[config.mk]
export PLATFORM = sky130hd
export DESIGN_NAME = elm_layer_sequencer_flat
export DESIGN_NICKNAME = d
export VERILOG_FILES = /design/src/rtl/elm_seq_pkg.sv /design/src/rtl/elm_layer_sequencer_if.sv /design/src/rtl/elm_out_collector.sv /design/src/rtl/elm_layer_sequencer.sv /design/src/flat_wrapper.sv
export SDC_FILE = /design/constraint.sdc
export NUM_CORES = 1
export LEC_CHECK = 0
export ABC_CLOCK_PERIOD_IN_PS = 21000
export CORE_AREA = 2 2 290 292
export CTS_CLUSTER_DIAMETER = 200
export DETAILED_ROUTE_END_ITERATION = 10
export DIE_AREA = 0 0 292 294
export PLACE_DENSITY = 0.7
export SYNTH_ARGS = -nofsm -noshare
export SYNTH_HDL_FRONTEND = slang
export SYNTH_SLANG_ARGS = --single-unit
export TNS_END_PERCENT = 20
[constraint.sdc]
create_clock -name clk -period 21 [get_ports clk]
set_input_delay 2.1 -clock clk [delete_from_list [all_inputs] [get_ports clk]]
set_output_delay 2.1 -clock clk [all_outputs]
set_load 0.01 [all_outputs]
[src/rtl/elm_seq_pkg.sv]
// elm_seq_pkg: shared types and defaults for the ELM layer sequencer.
//   seq_state_e    - sequencer FSM states
//   Def*           - default layer dimensions and watchdog limit
//   cfg_num_width  - width of config_layer_num / config_neuron_num (2*DATA_WIDTH+1)
//   cnt_width      - counter width able to index 0..n-1 (minimum 1 bit)
package elm_seq_pkg;

  typedef enum logic [2:0] {
    StIdle,
    StLoadW,
    StLoadB,
    StRun,
    StWait,
    StDrain
  } seq_state_e;

  localparam int unsigned DefNumNeuron     = 32;
  localparam int unsigned DefNumWeight     = 128;
  localparam int unsigned DefTimeoutCycles = 1024;

  function automatic int unsigned cfg_num_width(input int unsigned data_width);
    return 2 * data_width + 1;
  endfunction

  function automatic int unsigned cnt_width(input int unsigned n);
    return (n > 1) ? $clog2(n) : 1;
  endfunction

endpackage

[src/rtl/elm_layer_sequencer_if.sv]
// elm_layer_sequencer_if: the three valid/ready streams around the sequencer.
//   cfg_*  - weight/bias configuration stream (upstream -> sequencer)
//   in_*   - input vector stream (upstream -> sequencer)
//   out_*  - activation stream (sequencer -> next layer)
// Modports: master = stream adapters / next layer side, slave = sequencer side.
interface elm_layer_sequencer_if #(
  parameter int unsigned DATA_WIDTH = 16,
  parameter int unsigned OUT_WIDTH  = 16
) ();

  logic                  cfg_valid;
  logic [DATA_WIDTH-1:0] cfg_data;
  logic                  cfg_ready;

  logic                  in_valid;
  logic [DATA_WIDTH-1:0] in_data;
  logic                  in_ready;

  logic                  out_valid;
  logic                  out_last;
  logic [OUT_WIDTH-1:0]  out_data;
  logic                  out_ready;

  modport master (
    output cfg_valid, cfg_data, in_valid, in_data, out_ready,
    input  cfg_ready, in_ready, out_valid, out_last, out_data
  );

  modport slave (
    input  cfg_valid, cfg_data, in_valid, in_data, out_ready,
    output cfg_ready, in_ready, out_valid, out_last, out_data
  );

endinterface

[src/rtl/elm_out_collector.sv]
// elm_out_collector: sticky done mask, per-neuron capture registers and the
// in-order serialiser that drains the captures onto the activation stream.
//   capture_en        - high while the sequencer waits for neuron results
//   drain_en          - high while the sequencer drains captures
//   clear             - drop mask and drain index (abort / timeout)
//   neuron_out_valid/neuron_out - neuron array results
//   out_valid/out_last/out_data/out_ready - activation stream
//   mask_full         - every neuron has reported
//   drain_done        - final word handshaken this cycle
module elm_out_collector import elm_seq_pkg::*; #(
  parameter int unsigned NUM_NEURON = DefNumNeuron,
  parameter int unsigned OUT_WIDTH  = 16
) (
  input  logic                            clk,
  input  logic                            rst,
  input  logic                            capture_en,
  input  logic                            drain_en,
  input  logic                            clear,
  input  logic [NUM_NEURON-1:0]           neuron_out_valid,
  input  logic [NUM_NEURON*OUT_WIDTH-1:0] neuron_out,
  input  logic                            out_ready,
  output logic                            out_valid,
  output logic                            out_last,
  output logic [OUT_WIDTH-1:0]            out_data,
  output logic                            mask_full,
  output logic                            drain_done
);

  localparam int unsigned NCW = cnt_width(NUM_NEURON);

  logic [NUM_NEURON-1:0] mask_q;
  logic [OUT_WIDTH-1:0]  cap_q [NUM_NEURON];
  logic [NCW-1:0]        idx_q;

  assign mask_full  = &mask_q;
  assign out_valid  = drain_en;
  assign out_last   = drain_en && (idx_q == NCW'(NUM_NEURON - 1));
  assign out_data   = cap_q[idx_q];
  assign drain_done = out_valid && out_ready && out_last;

  always_ff @(posedge clk or posedge rst) begin
    if (rst) begin
      mask_q <= '0;
      idx_q  <= '0;
      for (int i = 0; i < int'(NUM_NEURON); i++) cap_q[i] <= '0;
    end else if (clear || drain_done) begin
      mask_q <= '0;
      idx_q  <= '0;
    end else begin
      if (capture_en) begin
        for (int i = 0; i < int'(NUM_NEURON); i++) begin
          if (neuron_out_valid[i]) begin
            mask_q[i] <= 1'b1;
            cap_q[i]  <= neuron_out[i*OUT_WIDTH +: OUT_WIDTH];
          end
        end
      end
      if (drain_en && out_ready) idx_q <= idx_q + 1'b1;
    end
  end

endmodule

[src/rtl/elm_layer_sequencer.sv]
// elm_layer_sequencer: controller for one ELM hidden layer.
// Loads weights (neuron-major) then biases over the cfg stream, forwards
// NUM_WEIGHT input words per inference, waits for all neurons and drains
// the activations in neuron order.
//   clk, rst           - clock, asynchronous active-high reset
//   start_load/start_infer/abort - command pulses
//   bus (slave)        - cfg / in / out streams
//   weight_*/bias_*/neuron_in*/config_* - broadcast bus to the neuron array
//   neuron_out_valid/neuron_out - neuron array results
//   busy, load_done, err - status
// Optional: define ELM_SEQ_TIMEOUT_EN to add the WAIT watchdog driving err.
module elm_layer_sequencer import elm_seq_pkg::*; #(
  parameter int unsigned LAYER_NO       = 1,
  parameter int unsigned NUM_NEURON     = DefNumNeuron,
  parameter int unsigned NUM_WEIGHT     = DefNumWeight,
  parameter int unsigned DATA_WIDTH     = 16,
  parameter int unsigned OUT_WIDTH      = 16,
  parameter int unsigned TIMEOUT_CYCLES = DefTimeoutCycles
) (
  input  logic                            clk,
  input  logic                            rst,
  input  logic                            start_load,
  input  logic                            start_infer,
  input  logic                            abort,
  elm_layer_sequencer_if.slave            bus,
  output logic                            weight_valid,
  output logic [NUM_NEURON-1:0]           bias_valid,
  output logic                            neuron_in_valid,
  output logic [DATA_WIDTH-1:0]           weight_value,
  output logic [DATA_WIDTH-1:0]           bias_value,
  output logic [DATA_WIDTH-1:0]           neuron_in,
  output logic [2*DATA_WIDTH:0]           config_layer_num,
  output logic [2*DATA_WIDTH:0]           config_neuron_num,
  input  logic [NUM_NEURON-1:0]           neuron_out_valid,
  input  logic [NUM_NEURON*OUT_WIDTH-1:0] neuron_out,
  output logic                            busy,
  output logic                            load_done,
  output logic                            err
);

  localparam int unsigned NCW  = cnt_width(NUM_NEURON);
  localparam int unsigned WCW  = cnt_width(NUM_WEIGHT);
  localparam int unsigned CfgW = cfg_num_width(DATA_WIDTH);

  seq_state_e            state_q, state_d;
  logic [NCW-1:0]        n_cnt_q, n_cnt_d;
  logic [WCW-1:0]        w_cnt_q, w_cnt_d;
  logic                  load_done_q, load_done_d;
  logic                  weight_valid_q, weight_valid_d;
  logic [NUM_NEURON-1:0] bias_valid_q, bias_valid_d;
  logic                  neuron_in_valid_q, neuron_in_valid_d;
  logic [DATA_WIDTH-1:0] weight_value_q, weight_value_d;
  logic [DATA_WIDTH-1:0] bias_value_q, bias_value_d;
  logic [DATA_WIDTH-1:0] neuron_in_q, neuron_in_d;
  logic [CfgW-1:0]       cfg_neuron_q, cfg_neuron_d;
  logic                  clear;
  logic                  mask_full, drain_done;
  logic                  cfg_hs, in_hs;
  logic                  last_w, last_n;

`ifdef ELM_SEQ_TIMEOUT_EN
  localparam int unsigned ToW = cnt_width(TIMEOUT_CYCLES);
  logic [ToW-1:0] tout_q, tout_d;
  logic           err_q, err_d;
  assign err = err_q;
`else
  assign err = 1'b0;
`endif

  assign bus.cfg_ready     = (state_q == StLoadW) || (state_q == StLoadB);
  assign bus.in_ready      = (state_q == StRun);
  assign busy              = (state_q != StIdle);
  assign cfg_hs            = bus.cfg_valid && bus.cfg_ready;
  assign in_hs             = bus.in_valid && bus.in_ready;
  assign last_w            = (w_cnt_q == WCW'(NUM_WEIGHT - 1));
  assign last_n            = (n_cnt_q == NCW'(NUM_NEURON - 1));

  assign load_done         = load_done_q;
  assign weight_valid      = weight_valid_q;
  assign bias_valid        = bias_valid_q;
  assign neuron_in_valid   = neuron_in_valid_q;
  assign weight_value      = weight_value_q;
  assign bias_value        = bias_value_q;
  assign neuron_in         = neuron_in_q;
  assign config_neuron_num = cfg_neuron_q;
  assign config_layer_num  = CfgW'(LAYER_NO);

  always_comb begin
    state_d           = state_q;
    n_cnt_d           = n_cnt_q;
    w_cnt_d           = w_cnt_q;
    load_done_d       = load_done_q;
    weight_valid_d    = 1'b0;
    bias_valid_d      = '0;
    neuron_in_valid_d = 1'b0;
    weight_value_d    = weight_value_q;
    bias_value_d      = bias_value_q;
    neuron_in_d       = neuron_in_q;
    cfg_neuron_d      = cfg_neuron_q;
    clear             = 1'b0;
`ifdef ELM_SEQ_TIMEOUT_EN
    tout_d            = tout_q;
    err_d             = err_q;
`endif
    if (abort) begin
      // Abort beats any handshake in the same cycle: no strobe is emitted.
      state_d = StIdle;
      n_cnt_d = '0;
      w_cnt_d = '0;
      clear   = 1'b1;
`ifdef ELM_SEQ_TIMEOUT_EN
      tout_d  = '0;
`endif
      if ((state_q == StLoadW) || (state_q == StLoadB)) load_done_d = 1'b0;
    end else begin
      unique case (state_q)
        StIdle: begin
          if (start_load) begin
            state_d     = StLoadW;
            load_done_d = 1'b0;
            n_cnt_d     = '0;
            w_cnt_d     = '0;
`ifdef ELM_SEQ_TIMEOUT_EN
            err_d       = 1'b0;
`endif
          end else if (start_infer && load_done_q) begin
            state_d = StRun;
            w_cnt_d = '0;
          end
        end
        StLoadW: begin
          if (cfg_hs) begin
            weight_value_d = bus.cfg_data;
            weight_valid_d = 1'b1;
            cfg_neuron_d   = CfgW'(n_cnt_q);
            if (last_w) begin
              w_cnt_d = '0;
              if (last_n) begin
                n_cnt_d = '0;
                state_d = StLoadB;
              end else begin
                n_cnt_d = n_cnt_q + 1'b1;
              end
            end else begin
              w_cnt_d = w_cnt_q + 1'b1;
            end
          end
        end
        StLoadB: begin
          if (cfg_hs) begin
            bias_value_d          = bus.cfg_data;
            bias_valid_d[n_cnt_q] = 1'b1;
            cfg_neuron_d          = CfgW'(n_cnt_q);
            if (last_n) begin
              n_cnt_d     = '0;
              state_d     = StIdle;
              load_done_d = 1'b1;
            end else begin
              n_cnt_d = n_cnt_q + 1'b1;
            end
          end
        end
        StRun: begin
          if (in_hs) begin
            neuron_in_d       = bus.in_data;
            neuron_in_valid_d = 1'b1;
            if (last_w) begin
              w_cnt_d = '0;
              state_d = StWait;
`ifdef ELM_SEQ_TIMEOUT_EN
              tout_d  = '0;
`endif
            end else begin
              w_cnt_d = w_cnt_q + 1'b1;
            end
          end
        end
        StWait: begin
          if (mask_full) begin
            state_d = StDrain;
`ifdef ELM_SEQ_TIMEOUT_EN
          end else if (tout_q == ToW'(TIMEOUT_CYCLES - 1)) begin
            state_d = StIdle;
            err_d   = 1'b1;
            clear   = 1'b1;
            tout_d  = '0;
          end else begin
            tout_d = tout_q + 1'b1;
`endif
          end
        end
        StDrain: begin
          if (drain_done) state_d = StIdle;
        end
        default: state_d = StIdle;
      endcase
    end
  end

  always_ff @(posedge clk or posedge rst) begin
    if (rst) begin
      state_q           <= StIdle;
      n_cnt_q           <= '0;
      w_cnt_q           <= '0;
      load_done_q       <= 1'b0;
      weight_valid_q    <= 1'b0;
      bias_valid_q      <= '0;
      neuron_in_valid_q <= 1'b0;
      weight_value_q    <= '0;
      bias_value_q      <= '0;
      neuron_in_q       <= '0;
      cfg_neuron_q      <= '0;
`ifdef ELM_SEQ_TIMEOUT_EN
      tout_q            <= '0;
      err_q             <= 1'b0;
`endif
    end else begin
      state_q           <= state_d;
      n_cnt_q           <= n_cnt_d;
      w_cnt_q           <= w_cnt_d;
      load_done_q       <= load_done_d;
      weight_valid_q    <= weight_valid_d;
      bias_valid_q      <= bias_valid_d;
      neuron_in_valid_q <= neuron_in_valid_d;
      weight_value_q    <= weight_value_d;
      bias_value_q      <= bias_value_d;
      neuron_in_q       <= neuron_in_d;
      cfg_neuron_q      <= cfg_neuron_d;
`ifdef ELM_SEQ_TIMEOUT_EN
      tout_q            <= tout_d;
      err_q             <= err_d;
`endif
    end
  end

  elm_out_collector #(
    .NUM_NEURON (NUM_NEURON),
    .OUT_WIDTH  (OUT_WIDTH)
  ) u_collector (
    .clk              (clk),
    .rst              (rst),
    .capture_en       (state_q == StWait),
    .drain_en         (state_q == StDrain),
    .clear            (clear),
    .neuron_out_valid (neuron_out_valid),
    .neuron_out       (neuron_out),
    .out_ready        (bus.out_ready),
    .out_valid        (bus.out_valid),
    .out_last         (bus.out_last),
    .out_data         (bus.out_data),
    .mask_full        (mask_full),
    .drain_done       (drain_done)
  );

endmodule

[src/flat_wrapper.sv]
// flat-port wrapper written by rule: the top's interface ports become plain ports
module elm_layer_sequencer_flat import elm_seq_pkg::*;
#(
  parameter int unsigned LAYER_NO       = 1,
  parameter int unsigned NUM_NEURON     = DefNumNeuron,
  parameter int unsigned NUM_WEIGHT     = DefNumWeight,
  parameter int unsigned DATA_WIDTH     = 16,
  parameter int unsigned OUT_WIDTH      = 16,
  parameter int unsigned TIMEOUT_CYCLES = DefTimeoutCycles
)
  (clk, rst, start_load, start_infer, abort, weight_valid, bias_valid, neuron_in_valid, weight_value, bias_value, neuron_in, config_layer_num, config_neuron_num, neuron_out_valid, neuron_out, busy, load_done, err, bus_cfg_valid, bus_cfg_data, bus_in_valid, bus_in_data, bus_out_ready, bus_cfg_ready, bus_in_ready, bus_out_valid, bus_out_last, bus_out_data);
  elm_layer_sequencer_if #(.DATA_WIDTH(DATA_WIDTH), .OUT_WIDTH(OUT_WIDTH)) bus_i ();
  input  logic clk;
  input  logic rst;
  input  logic start_load;
  input  logic start_infer;
  input  logic abort;
  output logic weight_valid;
  output logic [NUM_NEURON-1:0] bias_valid;
  output logic neuron_in_valid;
  output logic [DATA_WIDTH-1:0] weight_value;
  output logic [DATA_WIDTH-1:0] bias_value;
  output logic [DATA_WIDTH-1:0] neuron_in;
  output logic [2*DATA_WIDTH:0] config_layer_num;
  output logic [2*DATA_WIDTH:0] config_neuron_num;
  input  logic [NUM_NEURON-1:0] neuron_out_valid;
  input  logic [NUM_NEURON*OUT_WIDTH-1:0] neuron_out;
  output logic busy;
  output logic load_done;
  output logic err;
  input wire logic [$bits(bus_i.cfg_valid)-1:0] bus_cfg_valid;
  input wire logic [$bits(bus_i.cfg_data)-1:0] bus_cfg_data;
  input wire logic [$bits(bus_i.in_valid)-1:0] bus_in_valid;
  input wire logic [$bits(bus_i.in_data)-1:0] bus_in_data;
  input wire logic [$bits(bus_i.out_ready)-1:0] bus_out_ready;
  output wire logic [$bits(bus_i.cfg_ready)-1:0] bus_cfg_ready;
  output wire logic [$bits(bus_i.in_ready)-1:0] bus_in_ready;
  output wire logic [$bits(bus_i.out_valid)-1:0] bus_out_valid;
  output wire logic [$bits(bus_i.out_last)-1:0] bus_out_last;
  output wire logic [$bits(bus_i.out_data)-1:0] bus_out_data;
  assign bus_i.cfg_valid = bus_cfg_valid;
  assign bus_i.cfg_data = bus_cfg_data;
  assign bus_i.in_valid = bus_in_valid;
  assign bus_i.in_data = bus_in_data;
  assign bus_i.out_ready = bus_out_ready;
  assign bus_cfg_ready = bus_i.cfg_ready;
  assign bus_in_ready = bus_i.in_ready;
  assign bus_out_valid = bus_i.out_valid;
  assign bus_out_last = bus_i.out_last;
  assign bus_out_data = bus_i.out_data;
  elm_layer_sequencer #(.LAYER_NO(LAYER_NO), .NUM_NEURON(NUM_NEURON), .NUM_WEIGHT(NUM_WEIGHT), .DATA_WIDTH(DATA_WIDTH), .OUT_WIDTH(OUT_WIDTH), .TIMEOUT_CYCLES(TIMEOUT_CYCLES)) u_core (.clk(clk), .rst(rst), .start_load(start_load), .start_infer(start_infer), .abort(abort), .bus(bus_i), .weight_valid(weight_valid), .bias_valid(bias_valid), .neuron_in_valid(neuron_in_valid), .weight_value(weight_value), .bias_value(bias_value), .neuron_in(neuron_in), .config_layer_num(config_layer_num), .config_neuron_num(config_neuron_num), .neuron_out_valid(neuron_out_valid), .neuron_out(neuron_out), .busy(busy), .load_done(load_done), .err(err));
endmodule
==> flow_metrics.py <==
metrics = {
    "yosys": {
        "synth_cell_types": 59,
        "yosys.area_share.adder": 0.003232,
        "synth_compound_area_frac": 0.03301,
        "postSynth.asyncResetShare": 1.000,
        "ys_seq_area_frac": 0.5268,
        "synth_edf_count": 0,
        "synth_xor_area_frac": 0.0002828,
        "yosys.area_share.simple": 0.05890,
        "synthMuxAreaShare": 0.3299,
        "synth_top_family_by_area": "multiplexers",
        "post-synth-top-count-cell": "dfrtp_1",
        "synth.avg_cell_area_um2": 15.32,
        "yosys_warnings": 0,
        "ys_ff_latch": 652,
        "yosys-top-cells-area": "dfrtp_1 53%, mux2_4 13%, mux2_2 11%, mux4_2 8.1%, nand2_1 2.0%",
        "synth_top_cell_area_share": 0.5268,
        "syn_inst": 2021,
        "syn_area_um2": 30970,
        "yosysTopAreaCell": "dfrtp_1",
        "synth_flop_cell": "dfrtp_1",
        "synthTopCellsByCount": "652 x dfrtp_1, 306 x mux2_2, 261 x mux2_4",
    },
    "global_routing": {
        "overflow": 0,
        "grtUsageTotal": 0.2403,
        "antenna_found_initial": 19,
        "grt_pass1_wl_um": 150300,
        "grt_max_degree": 97,
        "first_global_vias": 22100,
    },
    "place": {
        "dp_hpwl_um": 77410,
        "numPlacedInstances": 3700,
        "port_buffers": 692,
        "routabilityCongestion": 0.9014,
    },
    "clock_tree": {
        "post_cts_buffers": 0,
        "cts_resized": 0,
        "clock_path_buffers": 3,
        "clk_pin_slew_ps": 60,
        "holdBufCountCts": 0,
        "cts_buffers": 74,
        "cts_sinks": 652,
        "htree_levels": 3,
        "cts_root_buffer": "clkbuf_16",
        "clk_latency_ps": 620,
        "cts_tree": "done",
    },
    "detailed_routing": {
        "viasPerCell": 5.310,
        "drtIter0Drc": 1326,
        "drc_errors": 0,
        "drt_wl_total_um": 105200,
        "drtPass1Iterations": 5,
        "avgRoutedWirePerCell_um": 27.34,
        "final_antenna_net_count": 0,
        "dr_total_vias": 20430,
    },
    "worst_setup_path": {
        "crit_path_max_fanout": 57,
        "start_kind": "flip-flop",
        "rr_worst_depth": 6,
        "arrival_ps": 5000,
        "slowest_stage": "buf_4",
        "cp_slowest_stage_delay_ps": 800,
        "setup.worst_path.end_class": "output pin",
        "path_cells": "buf_4 -> buf_4 -> mux4_2 -> nand2_1 -> a21oi_1 -> a21oi_1 -> o21ai_0 -> clkdlybuf4s50_1",
        "cp.required_ps": 18900,
        "criticalPathCategory": "flip-flop to output pin",
    },
    "floorplanning": {
        "dieArea_um2": 85850,
        "die_w_um": 292,
        "die_h_um": 294,
        "rows": 106,
        "core_area_um2": 82890,
        "initial_core_util": 0.3736,
        "ios": 755,
    },
    "power_and_ir_drop": {
        "power.density_nw_per_um2": 121.7,
        "p_leak_nw": 18.78,
        "vdd_drop_max_mv": 0.07336,
        "p_total_mw": 4.963,
    },
    "sta": {
        "rsz0062_at_grt": "false",
        "clock_skew_ps": 26.25,
        "fmax_ghz": 0.1408,
        "fin_crit_sh": 0.3381,
        "slew_viol_final": 0,
        "slew_headroom": 0.2675,
        "period_needed_ps": 7101,
        "finalHoldViolCount": 0,
        "tns_ps": 0,
        "holdWs_ps": 473.7,
        "tightest_slew_ps": 1099,
        "setup_viol": 0,
    },
    "layout": {
        "instances_no_fill": 3848,
        "syn_to_final_growth_pct": 31.70,
        "fillerInstances": 6994,
        "nets": 3288,
        "drive_gt1_frac": 0.3141,
    },
    "job": {
        "drv_cap": 0,
    },
    "min_path": {
        "worstHoldPathCells": 2,
        "hp-class": "flip-flop to flip-flop",
    },
    "run_status": {
        "run_status": "completed",
    },
}
-- layout by cell type, fill, tap and decap left out, types with 4 or more instances in the layout --
| master | count |
|---|---|
| clkdlybuf4s50_1 | 692 |
| clkinvlp_4 | 4 |
| clkinv_2 | 6 |
| nand3b_1 | 4 |
| o221ai_1 | 32 |
| a21oi_1 | 41 |
| mux4_2 | 112 |
| nand2b_1 | 8 |
| o31ai_1 | 5 |
| buf_4 | 19 |
| dfrtp_4 | 4 |
| clkbuf_1 | 16 |
| nand2_1 | 167 |
| mux2i_1 | 33 |
| conb_1 | 62 |
| clkbuf_8 | 22 |
| a21o_1 | 17 |
| diode_2 | 14 |
| bufinv_16 | 4 |
| and3_1 | 4 |
| mux2_2 | 306 |
| nand2_8 | 29 |
| clkbuf_16 | 75 |
| inv_1 | 5 |
| nand3_1 | 9 |
| ha_1 | 8 |
| nor2_1 | 47 |
| mux2_4 | 261 |
| o21ai_0 | 50 |
| nand4_1 | 8 |
| dfrtp_1 | 647 |
-- logic make-up (layout without fill, tap and decap cells) --
family / Yosys count / after routing
fa+ha+maj: 8 / 8
buf+inv: 179 / 852
flops: 652 / 652
simple gates: 308 / 308
other cells: 2 / 76
compound gates: 159 / 159
mux: 712 / 712
xor+xnor: 1 / 1
-- final cells by class --
| cell class | count | area, µm² | area share |
|---|---|---|---|
| inverters | 7 | 33.78 | 0.0008282 |
| clock buffers | 113 | 2240 | 0.05491 |
| well taps | 1080 | 1351 | 0.03313 |
| multi-input cells | 1250 | 13420 | 0.3290 |
| diodes | 14 | 35.03 | 0.0008589 |
| clock inverters | 21 | 306.5 | 0.007516 |
| repair buffers | 711 | 7069 | 0.1733 |
| flip-flops and latches | 652 | 16330 | 0.4004 |
-- power breakdown --
group,leakage (nW),internal (mW),switching [mW],total [mW]
combinational,8.79,0.947,0.516,1.46
clock,1.24,0.793,0.546,1.34
sequential,8.76,1.80,0.359,2.16
-- routing by layer --
layer	share of wire	routed length [µm]	vias to the layer above	track usage
met5	0.00076	80	-	0
met4	0.035	3685	12	0.09668
met3	0.083	8698	182	0.06594
met2	0.49	51780	935	0.3998
met1	0.39	40960	10720	0.2963
li1	-	-	8584	-
-- state kept, by name, indices dropped and copies added (netlist names), 7 cells and up --
register and flops:
u_core.u_collector.cap_q 512, u_core.bias_valid 32, u_core.u_collector.mask_q 32, u_core.bias_value 16, u_core.neuron_in 16, u_core.weight_value 16
u_core.w_cnt_q 7
-- worst max-delay path, delay by kind of cell (launching register included) --
family	cells	cell delay (ps)
AO/OA/AOI/OAI	3	1010
AND/OR/NAND/NOR	1	130
flip-flops	1	720
buffers and inverters	3	1970
multiplexers	1	420
-- metrics by stage --
| step | util | area [µm²] | worst slack, ps |
|---|---|---|---|
| after floorplan | - | 31200 | 630.8 |
| after global placement | 0.4609 | 38210 | 14440 |
| after detailed placement | 0.4609 | 38210 | 14440 |
| after CTS | 0.4916 | 40750 | 13730 |
| after global routing | 0.4920 | 40780 | 13730 |
| final | 0.4921 | 40790 | 13900 |
-- final timing paths --
| check | slack [ps] | to | startpoint |
|---|---|---|---|
| worst max-delay path | 13900 | bus_out_data[3] | u_core.u_collector.idx_q[1] |
| worst min-delay path | 470 | u_core.u_collector.mask_q[13] | u_core.u_collector.mask_q[13] |
| worst max register to register | 17340 | u_core.u_collector.cap_q[375] | u_core.state_q[0] |
| worst min register to register | 470 | u_core.u_collector.mask_q[13] | u_core.u_collector.mask_q[13] |
| max in group asynchronous | 15460 | u_core.u_collector.cap_q[281] | rst |
| min in group asynchronous | 2010 | u_core.bias_value[1] | rst |
Power figures use the tool's default switching activity.
